`config.mk`:
```
export PLATFORM = sky130hd
export DESIGN_NAME = nd_1to2_flat
export DESIGN_NICKNAME = d
export VERILOG_FILES = /design/src/rtl/nd_1to2_if.sv /design/src/rtl/nd_1to2.sv /design/src/flat_wrapper.sv
export SDC_FILE = /design/constraint.sdc
export NUM_CORES = 1
export LEC_CHECK = 0
export CORE_ASPECT_RATIO = 1.25
export CORE_MARGIN = 1
export CORE_UTILIZATION = 57
export CTS_CLUSTER_SIZE = 14
export DETAILED_ROUTE_END_ITERATION = 8
export PLACE_DENSITY = 0.76
export SYNTH_ARGS = -nofsm -noshare
export SYNTH_HDL_FRONTEND = slang
export SYNTH_SLANG_ARGS = --single-unit
```
`constraint.sdc`:
```
create_clock -name i_clk -period 4 [get_ports i_clk]
set_clock_uncertainty 0.05 [all_clocks]
set_input_delay 0.6 -clock i_clk [delete_from_list [all_inputs] [get_ports i_clk]]
set_output_delay 0.6 -clock i_clk [all_outputs]
set_load 0.1 [all_outputs]
```
`src/rtl/nd_1to2_if.sv`:
```
// ---------------------------------------------------------------------------
// nd_1to2_if
// Purpose : one NS message channel (four-phase req/ack) carrying an
//           address / data / redundancy message.
// Signals : addr [ASZ]  message address
//           data [DSZ]  message payload
//           red  [RSZ]  message redundancy field
//           req         request, driven by the sender
//           ack         acknowledge, driven by the receiver
// Modports: master = message sender, slave = message receiver.
// ---------------------------------------------------------------------------
interface nd_1to2_if #(
  parameter int ASZ = 8,
  parameter int DSZ = 8,
  parameter int RSZ = 8
) ();

  logic [ASZ-1:0] addr;
  logic [DSZ-1:0] data;
  logic [RSZ-1:0] red;
  logic           req;
  logic           ack;

  modport master (output addr, output data, output red, output req, input ack);
  modport slave  (input addr, input data, input red, input req, output ack);

endinterface

```
`src/rtl/nd_1to2.sv`:
```
// ---------------------------------------------------------------------------
// nd_1to2
// Purpose : address-routed 1-to-2 splitter for the NS message network.
//           Messages arrive on one four-phase req/ack channel, are steered
//           by address into one of two FIFOs (addr < 2**(ASZ-1) -> snd0,
//           otherwise snd1) and each FIFO drains on its own output channel.
// Ports   : i_clk    clock, all state changes on the rising edge
//           reset    synchronous reset, active low
//           ready    block initialised and operating
//           err_cnt  count of dropped corrupt messages (saturates at 255)
//           rcv0     input channel  (slave modport)
//           snd0     output channel 0 (master modport)
//           snd1     output channel 1 (master modport)
// Config  : define NS_1TO2_REDUN_CHECK_EN to drop messages whose red field
//           differs from (addr + data) mod 2**RSZ. Without it every message
//           is routed and err_cnt is tied to zero.
// ---------------------------------------------------------------------------
module nd_1to2 #(
  parameter int FSZ = 4,   // per-output FIFO depth, power of two, >= 2
  parameter int ASZ = 8,   // address width (>= 1)
  parameter int DSZ = 8,   // data width
  parameter int RSZ = 8    // redundancy width
) (
  input  logic        i_clk,
  input  logic        reset,
  output logic        ready,
  output logic [7:0]  err_cnt,
  nd_1to2_if.slave    rcv0,
  nd_1to2_if.master   snd0,
  nd_1to2_if.master   snd1
);

  localparam int MW = ASZ + DSZ + RSZ;   // stored message width
  localparam int AW = $clog2(FSZ);       // FIFO slot index width
  localparam int PW = AW + 1;            // pointer width, extra wrap bit
  localparam logic [PW-1:0] P_ONE = {{(PW-1){1'b0}}, 1'b1};

  typedef enum logic [1:0] {
    S_IDLE         = 2'd0,
    S_REQ          = 2'd1,
    S_WAIT_ACK_LOW = 2'd2
  } state_t;

  // FIFO is full when the pointers differ only in the wrap bit
  function automatic logic f_full(input logic [PW-1:0] wp, input logic [PW-1:0] rp);
    return (wp[PW-1] != rp[PW-1]) && (wp[AW-1:0] == rp[AW-1:0]);
  endfunction

  function automatic logic f_empty(input logic [PW-1:0] wp, input logic [PW-1:0] rp);
    return (wp == rp);
  endfunction

`ifdef NS_1TO2_REDUN_CHECK_EN
  localparam int SW = ASZ + DSZ + RSZ + 1;  // wide enough for the sum

  // expected redundancy: zero-extended addr + zero-extended data, mod 2**RSZ
  function automatic logic [RSZ-1:0] f_red_expected(input logic [ASZ-1:0] a,
                                                     input logic [DSZ-1:0] d);
    logic [SW-1:0] s;
    s = SW'(a) + SW'(d);
    return s[RSZ-1:0];
  endfunction
`endif

  logic           r_ready;
  logic           r_ack;
  logic           w_new_req;
  logic           w_sel;
  logic           w_red_ok;
  logic           w_tgt_full;
  logic           w_accept;
  logic [1:0]     w_push;
  logic [1:0]     w_full;
  logic [1:0]     w_req;
  logic [1:0]     w_snd_ack;
  logic [MW-1:0]  w_in_msg;
  logic [MW-1:0]  w_msg [2];

  assign w_snd_ack = {snd1.ack, snd0.ack};

  // Input-side decode: new request, routing target, integrity, push strobes
  always_comb begin
    w_new_req = r_ready & rcv0.req & ~r_ack;
    // addr >= 2**(ASZ-1) is exactly "MSB set" for an unsigned ASZ-bit value
    w_sel     = rcv0.addr[ASZ-1];
    w_in_msg  = {rcv0.addr, rcv0.data, rcv0.red};
`ifdef NS_1TO2_REDUN_CHECK_EN
    w_red_ok  = (rcv0.red == f_red_expected(rcv0.addr, rcv0.data));
`else
    w_red_ok  = 1'b1;
`endif
    w_tgt_full = w_sel ? w_full[1] : w_full[0];
    // a corrupt message is acked (and dropped) even if its FIFO is full
    w_accept   = w_new_req & (~w_red_ok | ~w_tgt_full);
    w_push     = 2'b00;
    if (w_new_req && w_red_ok && !w_tgt_full) begin
      if (w_sel) begin
        w_push = 2'b10;
      end else begin
        w_push = 2'b01;
      end
    end else begin
      w_push = 2'b00;
    end
  end

  // Ready flag and input acknowledge; ack drops once req has been released
  always_ff @(posedge i_clk) begin
    if (!reset) begin
      r_ready <= 1'b0;
      r_ack   <= 1'b0;
    end else begin
      r_ready <= 1'b1;
      if (w_accept) begin
        r_ack <= 1'b1;
      end else if (r_ack && !rcv0.req) begin
        r_ack <= 1'b0;
      end else begin
        r_ack <= r_ack;
      end
    end
  end

`ifdef NS_1TO2_REDUN_CHECK_EN
  logic [7:0] r_err_cnt;

  // Saturating count of corrupt messages dropped on the write edge
  always_ff @(posedge i_clk) begin
    if (!reset) begin
      r_err_cnt <= 8'd0;
    end else if (w_new_req && !w_red_ok && (r_err_cnt != 8'd255)) begin
      r_err_cnt <= r_err_cnt + 8'd1;
    end else begin
      r_err_cnt <= r_err_cnt;
    end
  end

  assign err_cnt = r_err_cnt;
`else
  assign err_cnt = 8'd0;
`endif

  assign ready     = r_ready;
  assign rcv0.ack  = r_ack;

  // Per-output FIFO and four-phase sender
  for (genvar g = 0; g < 2; g++) begin : g_out
    logic [MW-1:0] r_mem [FSZ];
    logic [PW-1:0] r_wp;
    logic [PW-1:0] r_rp;
    logic [MW-1:0] r_msg;
    logic          r_req;
    state_t        r_state;
    state_t        w_next;
    logic          w_pop;
    logic          w_fifo_empty;

    assign w_fifo_empty = f_empty(r_wp, r_rp);
    assign w_full[g]    = f_full(r_wp, r_rp);
    assign w_req[g]     = r_req;
    assign w_msg[g]     = r_msg;

    // FIFO storage; contents are don't-care while the pointers say empty
    always_ff @(posedge i_clk) begin
      if (w_push[g]) begin
        r_mem[r_wp[AW-1:0]] <= w_in_msg;
      end else begin
        r_mem[r_wp[AW-1:0]] <= r_mem[r_wp[AW-1:0]];
      end
    end

    // FIFO pointers, wrapping modulo 2*FSZ
    always_ff @(posedge i_clk) begin
      if (!reset) begin
        r_wp <= {PW{1'b0}};
        r_rp <= {PW{1'b0}};
      end else begin
        r_wp <= w_push[g] ? (r_wp + P_ONE) : r_wp;
        r_rp <= w_pop     ? (r_rp + P_ONE) : r_rp;
      end
    end

    // Sender next-state: load+pop from IDLE, then wait for ack high and low
    always_comb begin
      w_next = r_state;
      w_pop  = 1'b0;
      if (r_ready) begin
        case (r_state)
          S_IDLE: begin
            if (!w_fifo_empty) begin
              w_next = S_REQ;
              w_pop  = 1'b1;
            end else begin
              w_next = S_IDLE;
            end
          end
          S_REQ: begin
            if (w_snd_ack[g]) begin
              w_next = S_WAIT_ACK_LOW;
            end else begin
              w_next = S_REQ;
            end
          end
          S_WAIT_ACK_LOW: begin
            if (!w_snd_ack[g]) begin
              w_next = S_IDLE;
            end else begin
              w_next = S_WAIT_ACK_LOW;
            end
          end
          default: begin
            w_next = S_IDLE;
          end
        endcase
      end else begin
        w_next = S_IDLE;
        w_pop  = 1'b0;
      end
    end

    // Sender state, request and output message registers
    always_ff @(posedge i_clk) begin
      if (!reset) begin
        r_state <= S_IDLE;
        r_req   <= 1'b0;
        r_msg   <= {MW{1'b0}};
      end else begin
        r_state <= w_next;
        r_req   <= (w_next == S_REQ);
        if (w_pop) begin
          r_msg <= r_mem[r_rp[AW-1:0]];
        end else begin
          r_msg <= r_msg;
        end
      end
    end
  end

  assign snd0.addr = w_msg[0][MW-1 -: ASZ];
  assign snd0.data = w_msg[0][DSZ+RSZ-1 -: DSZ];
  assign snd0.red  = w_msg[0][RSZ-1:0];
  assign snd0.req  = w_req[0];

  assign snd1.addr = w_msg[1][MW-1 -: ASZ];
  assign snd1.data = w_msg[1][DSZ+RSZ-1 -: DSZ];
  assign snd1.red  = w_msg[1][RSZ-1:0];
  assign snd1.req  = w_req[1];

endmodule

```
`src/flat_wrapper.sv`:
```
// flat-port wrapper written by rule: the top's interface ports become plain ports
module nd_1to2_flat 
#(
  parameter int FSZ = 4,                                               
  parameter int ASZ = 8,                          
  parameter int DSZ = 8,                
  parameter int RSZ = 8                       
)
  (i_clk, reset, ready, err_cnt, rcv0_addr, rcv0_data, rcv0_red, rcv0_req, rcv0_ack, snd0_addr, snd0_data, snd0_red, snd0_req, snd0_ack, snd1_addr, snd1_data, snd1_red, snd1_req, snd1_ack);
  nd_1to2_if #(.ASZ(ASZ), .DSZ(DSZ), .RSZ(RSZ)) rcv0_i ();
  nd_1to2_if #(.ASZ(ASZ), .DSZ(DSZ), .RSZ(RSZ)) snd0_i ();
  nd_1to2_if #(.ASZ(ASZ), .DSZ(DSZ), .RSZ(RSZ)) snd1_i ();
  input  logic i_clk;
  input  logic reset;
  output logic ready;
  output logic [7:0] err_cnt;
  input wire logic [$bits(rcv0_i.addr)-1:0] rcv0_addr;
  input wire logic [$bits(rcv0_i.data)-1:0] rcv0_data;
  input wire logic [$bits(rcv0_i.red)-1:0] rcv0_red;
  input wire logic [$bits(rcv0_i.req)-1:0] rcv0_req;
  output wire logic [$bits(rcv0_i.ack)-1:0] rcv0_ack;
  output wire logic [$bits(snd0_i.addr)-1:0] snd0_addr;
  output wire logic [$bits(snd0_i.data)-1:0] snd0_data;
  output wire logic [$bits(snd0_i.red)-1:0] snd0_red;
  output wire logic [$bits(snd0_i.req)-1:0] snd0_req;
  input wire logic [$bits(snd0_i.ack)-1:0] snd0_ack;
  output wire logic [$bits(snd1_i.addr)-1:0] snd1_addr;
  output wire logic [$bits(snd1_i.data)-1:0] snd1_data;
  output wire logic [$bits(snd1_i.red)-1:0] snd1_red;
  output wire logic [$bits(snd1_i.req)-1:0] snd1_req;
  input wire logic [$bits(snd1_i.ack)-1:0] snd1_ack;
  assign rcv0_i.addr = rcv0_addr;
  assign rcv0_i.data = rcv0_data;
  assign rcv0_i.red = rcv0_red;
  assign rcv0_i.req = rcv0_req;
  assign rcv0_ack = rcv0_i.ack;
  assign snd0_addr = snd0_i.addr;
  assign snd0_data = snd0_i.data;
  assign snd0_red = snd0_i.red;
  assign snd0_req = snd0_i.req;
  assign snd0_i.ack = snd0_ack;
  assign snd1_addr = snd1_i.addr;
  assign snd1_data = snd1_i.data;
  assign snd1_red = snd1_i.red;
  assign snd1_req = snd1_i.req;
  assign snd1_i.ack = snd1_ack;
  nd_1to2 #(.FSZ(FSZ), .ASZ(ASZ), .DSZ(DSZ), .RSZ(RSZ)) u_core (.i_clk(i_clk), .reset(reset), .ready(ready), .err_cnt(err_cnt), .rcv0(rcv0_i), .snd0(snd0_i), .snd1(snd1_i));
endmodule
```
# Word-level counts from Yosys, hierarchy flattened
# Memories as Yosys holds them, arrays and structs flattened. A register that Yosys moved wholly into a read port is not among the register bits.
# Cells that the tools add are included.
[totals] register_bits=20 latchBits=0 rom_bits=0 word_cells=80 output_inout_bits=60 inputBits=29 mem_bits_rw=192 memories=2
[classes] shift=0 bitwise=7 order_cmp=0 eq_ne=14 n_addsub=4 reduce_logical=13 div_mod_pow=0 n_mul=0 mux=30
[mem_list] memory="u_core.g_out[0].r_mem" words=4 width=24 read_ports=1 rd_clocked_by_memory_dff=1 write_ports=1 line_no="nd_1to2.sv:148" source="logic [MW-1:0] r_mem [FSZ];"
[mem_list] memory="u_core.g_out[1].r_mem" words=4 width=24 read_ports=1 rd_clocked_by_memory_dff=1 write_ports=1 line_no="nd_1to2.sv:148"
[op_table] op="$mux 24" n=2
[op_table] op="$mux 1" n=18
[op_table] op="$mux 2" n=8
[op_table] op="$add 3x1->3 const B" n=4
[op_table] op="$pmux 2 s3" n=2
[op_table] op="$eq 2x1->1 const B" n=4
[op_table] op="$eq 3x3->1" n=2
[op_table] op="$eq 2x2->1" n=2
[op_table] op="$eq 2x2->1 const B" n=2
[op_table] op="$logic_and 1x1->1" n=4
[op_table] op="$logic_not 1->1" n=4
[op_table] op="$logic_not 2->1" n=2
[op_table] op="$reduce_and 2->1" n=2
[op_table] op="$and 1x1->1" n=3
[op_table] op="$ne 0x0->1" n=2
[op_table] op="$ne 1x1->1" n=2
[op_table] op="$not 1->1" n=2
[op_table] op="$or 1x1->1" n=2
[op_table] op="$reduce_bool 2->1" n=1

# Longest topological paths before layout
# Gate-level depths: netlist (run 1).
[depth] word_depth=9 depth_mapped=6 mapped_depth_nobuf=4

# Least setup slack after synthesis (run 1)
# OpenSTA, ideal clock, no wires.
[synth_timing] path_type="register to register" from="register u_core.r_ready (netlist: u_core.ready)" to="memory u_core.g_out[0].r_mem[3][0] in the netlist's numbering (enable)" setup_slack_ns=0.519 path_stages_with_launch=3 setup_ns=0.435 path_buffers=0 t_arrival_ns=2.995 required_time_ns=3.515 period_less_slack_ns=3.481 cell_sequence="dfxtp_1 nand4bb_1 nor3_1"
[synth_via] elab_chain_len=7 elab_cells_between_ends=9 classes_between="mux (4); bitwise (3); reduce/logical (2)"
[synth_lines] element="start: declaration" line_no="nd_1to2.sv:65" source="logic r_ready;"
[synth_lines] element="start signal: assignment" line_no="nd_1to2.sv:110" source="r_ready <= 1'b0;"
[synth_lines] element="start signal: assignment" line_no="nd_1to2.sv:113" source="r_ready <= 1'b1;"
[synth_lines] element="$and 1x1->1 * (2 in a row)" line_no="nd_1to2.sv:83" source="w_new_req = r_ready & rcv0.req & ~r_ack;"
[synth_lines] element="$logic_and 1x1->1 *" line_no="nd_1to2.sv:96" source="if (w_new_req && w_red_ok && !w_tgt_full) begin"
[synth_lines] element="$mux 2 *" line_no="nd_1to2.sv:96"
[synth_lines] element="$mux 1 (on tied branches)" line_no="nd_1to2.sv:165, nd_1to2.sv:168"
[synth_lines] element="$mux 1 (implied by the code) / $reduce_and 2->1 (equally long branches)"
[synth_lines] element="$or 1x1->1 (no line) *"
[synth_lines] element="end: declaration" line_no="nd_1to2.sv:148"
# Mark *: on every way between the ends. The rest lies on a longest branch, timed or not.

# Worst setup path in the final report (run 1)
[layout_timing] from="register u_core.r_ready (netlist: u_core.ready)" to="output port ready"
[layout_rtl] element="end: declaration" line_no="flat_wrapper.sv:15" source="output logic ready;"
# No word-level cell between the ends.

==> results of run 1 <==
## sequential cells by signal, indices dropped and copies added, names as in the netlist
| signal | count |
|---|---|
| u_core.snd0.req | 1 |
| u_core.g_out.r_mem | 192 |
| u_core.rcv0.ack | 1 |
| u_core.g_out.r_msg | 48 |
| u_core.g_out.r_wp | 6 |
| u_core.snd1.req | 1 |
| u_core.g_out.r_rp | 6 |
| u_core.g_out.r_state | 4 |
| u_core.ready | 1 |
## area by class of cell
cell class / count / area, µm²
timing repair buffer: 95 / 911
multi-input combinational: 302 / 2800
inverter: 6 / 22.5
tap: 224 / 280
sequential: 260 / 7130
clock buffer: 30 / 654
fill: 1154 / 5630
clock inverter: 16 / 80.1
## per-layer routing
layer	wire length, µm	global-route usage	vias up
met3	1020	0.0354	26
met4	325	0.0809	0
met2	10600	0.387	160
met5	0	0	-
met1	7470	0.280	2697
li1	-	-	2441
## logic make-up after synthesis
kind of cell / Yosys count / synth area share
mux: 104 / 0.161
buf+inv: 46 / 0.0308
flops: 260 / 0.700
other cells: 1 / 0.000368
xor+xnor: 13 / 0.0141
fa+ha+maj: 10 / 0.0123
compound gates: 19 / 0.0160
simple gates: 148 / 0.0652
## report_power, final
group / internal (mW) / leakage, nW / switching (mW)
logic: 0.759 / 1.55 / 1.62
registers: 3.10 / 2.29 / 0.155
clock network: 1.17 / 0.361 / 0.954
## placed cells by master, fill, tap and decap left out, types with 4 or more instances in the layout
cell type	synthesis	routed
nor4_1	5	5
and2_1	8	8
nor3b_1	4	4
mux4_2	48	48
clkdlybuf4s50_1	0	79
clkbuf_16	0	25
ha_1	10	10
nand3b_1	4	4
mux2i_1	56	56
a2111oi_0	4	4
dfxtp_1	68	66
edfxtp_1	192	192
xor2_2	4	4
conb_1	1	8
inv_1	6	6
nand2_1	113	113
buf_4	11	16
clkbuf_1	14	4
clkinv_1	0	8
xnor2_1	7	7
clkinv_2	0	5
## Yosys cell counts
| master | instances |
|---|---|
| nand3_1 | 1 |
| ha_1 | 10 |
| o311a_1 | 2 |
| nor4_1 | 5 |
| xor2_2 | 4 |
| a31oi_1 | 2 |
| buf_2 | 6 |
| nor3_1 | 2 |
| and2_1 | 8 |
| inv_1 | 6 |
| mux4_2 | 48 |
| nand4bb_1 | 1 |
| nand2b_1 | 2 |
| buf_12 | 2 |
| buf_6 | 5 |
| and3b_1 | 2 |
| buf_4 | 11 |
| a2111oi_0 | 4 |
| xor2_1 | 2 |
| nand4b_1 | 2 |
| clkbuf_1 | 14 |
| a311oi_1 | 2 |
| o211a_1 | 2 |
| mux2i_1 | 56 |
| nor3b_1 | 4 |
| nand2_1 | 113 |
| nand3b_1 | 4 |
| dfxtp_1 | 68 |
| o31ai_2 | 1 |
| a311o_1 | 2 |
| or3_1 | 2 |
| and4_1 | 1 |
| xnor2_1 | 7 |
| conb_1 | 1 |
| o31ai_1 | 2 |
| edfxtp_1 | 192 |
| nor2_1 | 1 |
| o21ai_0 | 2 |
| buf_8 | 2 |
## stage by stage
step                      instance area, µm²  worst slack, ns
after detailed placement               11100            0.915
after global placement                 11100             1.07
after floorplan                        10200            0.519
after CTS                              11900             1.16
final                                  11900             1.20
after global routing                   11900             1.12
## worst paths after layout
path	end	start	slack, ns	depth (start not counted)
setup reg to reg	u_core.g_out[0].r_mem[2][14]	u_core.g_out[0].r_rp[1]	1.42	4
setup / recovery	ready	u_core.ready	1.20	1
hold reg to reg	u_core.g_out[1].r_msg[23]	u_core.g_out[1].r_msg[23]	0.41	2
hold / removal	u_core.g_out[1].r_msg[23]	u_core.g_out[1].r_msg[23]	0.41	2
==> flow_metrics.py, run 1 <==
metrics = {
    "pwr": {
        "irDropWorstVdd_v": 0.000491,
        "p_leak_nw": 4.20,
        "total_power_mw": 7.75,
        "powerDensity_mw_per_mm2": 653,
    },
    "synth": {
        "syn_area_per_cell_um2": 16.9,
        "synth_cell_types": 39,
        "ys_ff_latch": 260,
        "synthTopCellsByArea": "edfxtp_1, dfxtp_1, mux4_2",
        "seq_area_frac_synth": 0.700,
        "syn_area_mm2": 0.0102,
        "synth_area_leader_cell": "edfxtp_1",
        "yosys_warnings": 0,
        "yosysTopAreaCellShare": 0.566,
        "netlist_instances": 601,
    },
    "floorplanning": {
        "dieArea_mm2": 0.0184,
        "initial_core_util": 0.582,
        "die_w_um": 122,
        "design.core.area_mm2": 0.0175,
        "placementRows": 54,
        "io_pins": 89,
        "die_h_um": 151,
    },
    "critical_path": {
        "required_ns": 3.35,
        "path_cells": "clkdlybuf4s50_1",
        "path_class": "flip-flop to output pin",
        "cp_data_arrival_time_ns": 2.15,
        "slowest_delay_ns": 1.18,
        "start_kind": "flip-flop",
        "cp-end-kind": "output pin",
        "crit_buf_inv": 1,
        "path_max_fanout": 7,
        "crit_path_top_delay_cell": "clkdlybuf4s50_1",
        "cp_top_family": "buffers and inverters",
    },
    "sta": {
        "relSlewSlack": 0.340,
        "finalHoldViolCount": 0,
        "max_slew.worst_pin.slew_ns": 0.987,
        "period_needed_ns": 2.80,
        "drv_slew": 0,
        "finalSetupViolations": 0,
        "max_freq_ghz": 0.357,
        "setup_tns_ns": 0,
        "finalCritPeriodShare": 0.700,
        "whs_ns": 0.409,
        "rsz0062_at_grt": "no",
    },
    "global_routing": {
        "grt_pass1_vias": 5647,
        "grt_max_degree": 67,
        "grtUsageTotal": 0.222,
        "antenna_found_initial": 0,
        "grt_pass1_wl_um": 30400,
        "gr-total-overflow": 0,
    },
    "clock_network": {
        "clock_latency_ns": 0.52,
        "clock_sinks": 260,
        "cts_buffer_depth": 3,
        "cts-resized-gates": 0,
        "cts_root_buf": "clkbuf_16",
        "hold_buffers": 0,
        "cts_buffers": 25,
        "htree_num_levels": 1,
        "cts_tree": "yes",
        "clkTransAtPathRegs_ns": 0.06,
        "post_cts_buffers": 0,
    },
    "place": {
        "place.gp.congestion": 0.750,
        "dp_hpwl_um": 11600,
        "dp_cells": 887,
        "portBuffers": 80,
    },
    "final_layout": {
        "drive_above_1_share": 0.151,
        "fin_util": 0.678,
        "fin_cells": 933,
        "diodes": 0,
        "num-nets-final": 729,
        "syn_to_final_growth_pct": 16.6,
    },
    "route": {
        "drtIter0Drc": 358,
        "wirelength_um": 19400,
        "remaining_drc_errors": 0,
        "ant_nets": 0,
        "drt-wirelength-per-cell_um": 20.8,
        "num_vias": 5324,
        "via_per_inst": 5.71,
        "drtPass1Iterations": 4,
    },
    "min_path": {
        "holdCritPathClass": "flip-flop to flip-flop",
    },
    "run_status": {
        "status": "complete, no violations",
    },
    "run": {
        "drv_cap": 0,
    },
}
Note: power is estimated with default switching activity, not from simulation.
==> run 2, diff against run 1 <==
==> constraint.sdc (replaced) <==
create_clock -name i_clk -period 2.8 [get_ports i_clk]
set_clock_uncertainty 0.05 [all_clocks]
set_input_delay 0.42 -clock i_clk [delete_from_list [all_inputs] [get_ports i_clk]]
set_output_delay 0.42 -clock i_clk [all_outputs]
set_load 0.1 [all_outputs]
==> run 2 against run 1 <==
Core utilization increased by 0.21 points. Sequential cell count stayed put. Via count grew 0.41%. Clock power up 50%. Worst setup slack got worse by 0.40 ns. Critical path depth up 3. Largest power group unchanged. Highest routed layer unchanged.
==> flow_metrics.py, run 2 (same netlist as run 1, synthesis figures left out) <==
metrics = {
    "run_status": {
        "status": "complete, no violations",
    },
    "final_layout": {
        "syn_to_final_growth_pct": 17.0,
        "largest_reg_flops": 192,
        "fillCellCount": 1158,
        "final_cell_mix": "edfxtp_1, nand2_1, buf_4",
        "fin_util": 0.681,
        "final_common_cell": "edfxtp_1",
        "seq_area_mm2": 0.00713,
        "diodes": 0,
        "multiInputGateArea_mm2": 0.00280,
        "num-nets-final": 734,
        "drive_above_1_share": 0.233,
    },
    "min_path": {
        "min_to": "u_core.g_out[1].r_msg[23]",
        "holdCritPathClass": "input port to flip-flop",
        "hold_depth": 3,
        "hp-start": "reset",
    },
    "sta": {
        "finalCritPeriodShare": 0.715,
        "max_freq_ghz": 0.500,
        "finalSetupViolations": 0,
        "finalHoldViolCount": 0,
        "relSlewSlack": 0.615,
        "drv_slew": 0,
        "setup_tns_ns": 0,
        "period_needed_ns": 2.00,
        "rsz0062_at_grt": "no",
        "max_slew.worst_pin.slew_ns": 0.575,
    },
    "floorplanning": {
        "design.core.area_mm2": 0.0175,
        "dieArea_mm2": 0.0184,
        "die_h_um": 151,
        "initial_core_util": 0.582,
        "io_pins": 89,
        "die_w_um": 122,
        "placementRows": 54,
    },
    "global_routing": {
        "grt_max_degree": 53,
        "grtUsageTotal": 0.223,
        "gr-total-overflow": 0,
        "antenna_found_initial": 0,
        "grt_pass1_wl_um": 30200,
        "grt_pass1_vias": 5501,
    },
    "clock_network": {
        "cts_root_buf": "clkbuf_16",
        "cts_tree": "yes",
        "cts_buffers": 25,
        "post_cts_buffers": 0,
        "clock_latency_ns": 0.51,
        "clkTransAtPathRegs_ns": 0.06,
        "htree_num_levels": 1,
        "cts-resized-gates": 0,
        "hold_buffers": 0,
        "cts_buffer_depth": 3,
        "clock_sinks": 260,
    },
    "critical_path": {
        "r2r-end": "u_core.g_out[0].r_mem[3][9]",
        "cp-end-kind": "flip-flop",
        "path_max_fanout": 24,
        "reg2reg_from": "u_core.g_out[0].r_wp[1]",
        "r2r_cells": 4,
        "required_ns": 2.91,
        "regToRegSetupSlack_ns": 0.80,
        "cp_data_arrival_time_ns": 2.11,
        "start_kind": "flip-flop",
        "path_class": "flip-flop to flip-flop",
    },
    "pwr": {
        "p_switching_mw": 3.87,
        "switching_share": 0.346,
        "p_int_mw": 7.32,
        "seqPwrFrac": 0.411,
        "total_power_mw": 11.2,
        "powerDensity_mw_per_mm2": 940,
        "power.share.clock": 0.285,
        "power_frac_comb": 0.304,
        "irDropWorstVdd_v": 0.000721,
        "p_leak_nw": 4.37,
    },
    "route": {
        "remaining_drc_errors": 0,
        "drt-wirelength-per-cell_um": 21.0,
        "drtPass1Iterations": 4,
        "num_vias": 5346,
        "via_per_inst": 5.71,
        "drtIter0Drc": 306,
        "ant_nets": 0,
        "wirelength_um": 19700,
    },
    "place": {
        "place.gp.congestion": 0.696,
        "portBuffers": 80,
        "dp_hpwl_um": 11700,
    },
    "run": {
        "drv_cap": 0,
    },
}
==> run 2: changes by cell type in the layout (fill, tap and decap cells not counted), sizes merged <==
cell           delta
bufinv            +1
buf              +57
clkdlybuf4s50    -52
clkbuf            +7
clkinv            -7
inv               -1
clkinvlp          -1
==> run 2: worst max path at each step <==
stage / from / to
2_1_floorplan: u_core.ready / u_core.g_out[0].r_mem[2][0]
3_3_place_gp: rcv0_addr[7] / u_core.g_out[1].r_mem[3][12]
3_5_place_dp: rcv0_addr[7] / u_core.g_out[1].r_mem[0][14]
4_1_cts: u_core.g_out[0].r_wp[1] / u_core.g_out[0].r_mem[3][9]
5_1_grt: u_core.g_out[1].r_wp[1] / u_core.g_out[1].r_mem[0][21]
6_report: u_core.g_out[0].r_wp[1] / u_core.g_out[0].r_mem[3][9]
==> run 2: power groups by stage <==
stage	combinational (mW)	clock (mW)	sequential, mW
3_5_place_dp	3.42	0	4.68
6_report	3.41	3.19	4.60
4_1_cts	3.44	3.25	4.60
2_1_floorplan	1.46	0	6.02
5_1_grt	3.57	3.39	4.63
3_3_place_gp	3.37	0	4.66
==> run 2: final cells by class <==
| class | count | area share |
|---|---|---|
| Sequential cell | 260 | 0.599 |
| Clock buffer | 37 | 0.0605 |
| Tap cell | 224 | 0.0235 |
| Timing Repair Buffer | 100 | 0.0750 |
| Inverter | 6 | 0.00189 |
| Clock inverter | 8 | 0.00525 |
| Multi-Input combinational cell | 302 | 0.235 |
==> run 2: metrics by stage <==
| stage | hold slack [ns] | instances | setup WS [ns] | area [µm²] |
|---|---|---|---|---|
| finish | 0.356 | 937 | 0.799 | 11900 |
| global route | 0.373 | 937 | 0.668 | 11900 |
| floorplan | 0.398 | 608 | 0.0125 | 10200 |
| CTS | 0.343 | 937 | 0.791 | 11900 |
| detailed placement | 0.401 | 892 | 0.348 | 11100 |
| global placement | 0.395 | 892 | 0.395 | 11100 |
==> run 2: layer usage <==
metal  vias to the layer above  global-route usage  wire length, µm
li1                       2443                   -                -
met1                      2702               0.280             7730
met2                       169               0.393            10400
met3                        32              0.0354             1060
met4                         0              0.0784              495
met5                         -                   0                0
==> run 2: worst max-delay path, cell delays in order (launching register included) <==
cell     delay [ns]
dfxtp_1        0.50
xor2_2         0.36
nor3_1         0.17
nor3_4         0.17
buf_4          0.38
==> run 3, diff against run 2 <==
--- a/config.mk
+++ b/config.mk
@@ -7,10 +7,10 @@
 export LEC_CHECK = 0
 export CORE_ASPECT_RATIO = 1.25
 export CORE_MARGIN = 1
-export CORE_UTILIZATION = 57
+export CORE_UTILIZATION = 52
 export CTS_CLUSTER_SIZE = 14
 export DETAILED_ROUTE_END_ITERATION = 8
-export PLACE_DENSITY = 0.76
+export PLACE_DENSITY = 0.73
 export SYNTH_ARGS = -nofsm -noshare
 export SYNTH_HDL_FRONTEND = slang
 export SYNTH_SLANG_ARGS = --single-unit
==> constraint.sdc (replaced) <==
create_clock -name i_clk -period 1.82 [get_ports i_clk]
set_clock_uncertainty 0.05 [all_clocks]
set_input_delay 0.273 -clock i_clk [delete_from_list [all_inputs] [get_ports i_clk]]
set_output_delay 0.273 -clock i_clk [all_outputs]
set_load 0.1 [all_outputs]
==> run 3 against run 2 <==
Clock-buffer cell count shrank 1. Critical path depth is the same. Non-clock buffer count is 19 higher. Global-route usage decreased by 1.1 points. Maximum frequency up 17%. Highest routed layer unchanged.
==> flow_metrics.py, run 3 (same netlist as run 1, synthesis figures left out) <==
metrics = {
    "critical_path": {
        "path_max_fanout": 14,
        "path_class": "flip-flop to flip-flop",
        "required_ns": 2.06,
        "cp_data_arrival_time_ns": 1.95,
        "start_kind": "flip-flop",
        "cp-end-kind": "flip-flop",
    },
    "floorplanning": {
        "die_h_um": 158,
        "initial_core_util": 0.536,
        "placementRows": 56,
        "design.core.area_mm2": 0.0190,
        "die_w_um": 127,
        "io_pins": 89,
        "dieArea_mm2": 0.0201,
    },
    "clock_network": {
        "htree_num_levels": 1,
        "cts_buffer_depth": 3,
        "clock_latency_ns": 0.53,
        "clock_sinks": 260,
        "cts_buffers": 24,
        "clkTransAtPathRegs_ns": 0.06,
        "cts-resized-gates": 0,
        "cts_tree": "yes",
        "cts_root_buf": "clkbuf_16",
    },
    "final_layout": {
        "syn_to_final_growth_pct": 27.5,
        "fillCellCount": 1207,
        "final_common_cell": "edfxtp_1",
        "seq_area_mm2": 0.00714,
        "largest_reg_flops": 192,
        "num-nets-final": 752,
        "drive_above_1_share": 0.272,
        "diodes": 0,
        "final_cell_mix": "edfxtp_1, nand2_1, buf_12",
        "multiInputGateArea_mm2": 0.00289,
    },
    "sta": {
        "period_needed_ns": 1.71,
        "max_slew.worst_pin.slew_ns": 0.561,
        "finalCritPeriodShare": 0.939,
        "max_freq_ghz": 0.585,
        "finalSetupViolations": 0,
        "relSlewSlack": 0.625,
        "drv_slew": 0,
        "finalHoldViolCount": 0,
        "finalWorstSetupSlack_ns": 0.111,
        "rsz0062_at_grt": "no",
    },
    "min_path": {
        "holdCritPathClass": "input port to flip-flop",
    },
    "pwr": {
        "power.share.clock": 0.267,
        "switching_share": 0.340,
        "total_power_mw": 18.4,
        "irDropWorstVdd_v": 0.00111,
        "seqPwrFrac": 0.395,
        "p_int_mw": 12.1,
        "p_switching_mw": 6.24,
        "power_frac_comb": 0.338,
        "powerDensity_mw_per_mm2": 1410,
        "p_leak_nw": 4.68,
    },
    "route": {
        "wirelength_um": 20500,
        "via_per_inst": 5.48,
        "ant_nets": 0,
        "drtPass1Iterations": 5,
        "remaining_drc_errors": 0,
        "drtIter0Drc": 424,
        "num_vias": 5436,
        "drt-wirelength-per-cell_um": 20.6,
    },
    "global_routing": {
        "grt_pass1_vias": 5563,
        "grt_pass1_wl_um": 31600,
        "antenna_found_initial": 0,
        "gr-total-overflow": 0,
        "grtUsageTotal": 0.212,
        "grt_max_degree": 40,
    },
    "run": {
        "drv_cap": 0,
    },
    "place": {
        "portBuffers": 80,
        "dpl_worst_slack_ns": -0.294,
        "place.gp.congestion": 0.797,
        "dp_hpwl_um": 13400,
    },
    "run_status": {
        "status": "complete, no violations",
    },
}
## run 3: cell types whose count changed in the layout (fill, tap and decap cells not counted), moves of 2 or more
cell,delta
buf_12,+63
buf_4,-44
and2_1,-7
and2_4,+7
dfxtp_1,-5
dfxtp_2,+4
a31oi_1,-2
clkinv_2,-2
xor2_2,-2
xor2_4,+2
## run 3: timing repair
item                       4_1_cts  5_1_grt
pin swaps                        1        1
hold buffers                     0        0
setup buffers                    0        1
setup endpoints to repair       13       16
## run 3: area by class of cell
type	count	area share
clock buffers	36	0.0545
clock inverters	8	0.00559
inverters	6	0.00173
multi-input cells	302	0.223
flip-flops and latches	260	0.550
well taps	261	0.0252
repair buffers	119	0.141
## run 3: worst paths after layout
path | start | end | cells after the start | slack [ns]
setup / recovery | u_core.g_out[1].r_rp[2] | u_core.g_out[1].r_mem[1][6] | 4 | 0.11
hold reg to reg | u_core.g_out[0].r_msg[23] | u_core.g_out[0].r_msg[23] | 2 | 0.45
hold / removal | reset | u_core.ready | 1 | 0.04
setup reg to reg | u_core.g_out[1].r_rp[2] | u_core.g_out[1].r_mem[1][6] | 4 | 0.11
## run 3: per-stage QoR
stage / util / setup TNS, ns / instances / cell area [µm²] / hold slack (ns)
after floorplan: - / -1.89 / 608 / 10300 / 0.251
after global placement: 0.642 / -42.95 / 947 / 12200 / 0.429
after detailed placement: 0.642 / -44.17 / 947 / 12200 / 0.441
after CTS: 0.683 / 0 / 991 / 13000 / 0.0216
after global routing: 0.684 / 0 / 992 / 13000 / 0.0251
final: 0.684 / 0 / 992 / 13000 / 0.0406
## run 3: routing by layer
metal	global-route usage	up-vias	wire [µm]
li1	-	2482	-
met1	0.280	2756	8590
met2	0.360	168	10500
met3	0.0309	30	937
met4	0.0788	0	493
met5	0	-	0
## run 3: power by group through the flow
stage	Sequential [mW]	Combinational (mW)	Clock (mW)
global placement	7.35	6.16	0
CTS	7.26	6.26	5.01
floorplan	9.27	2.32	0
global route	7.30	6.47	5.25
finish	7.25	6.21	4.90
detailed placement	7.38	6.23	0
## run 3: worst max-delay path: stages (launching register included)
cell     delay, ns
dfxtp_1       0.42
xor2_2        0.38
a31oi_4       0.23
and2_4        0.25
buf_12        0.15
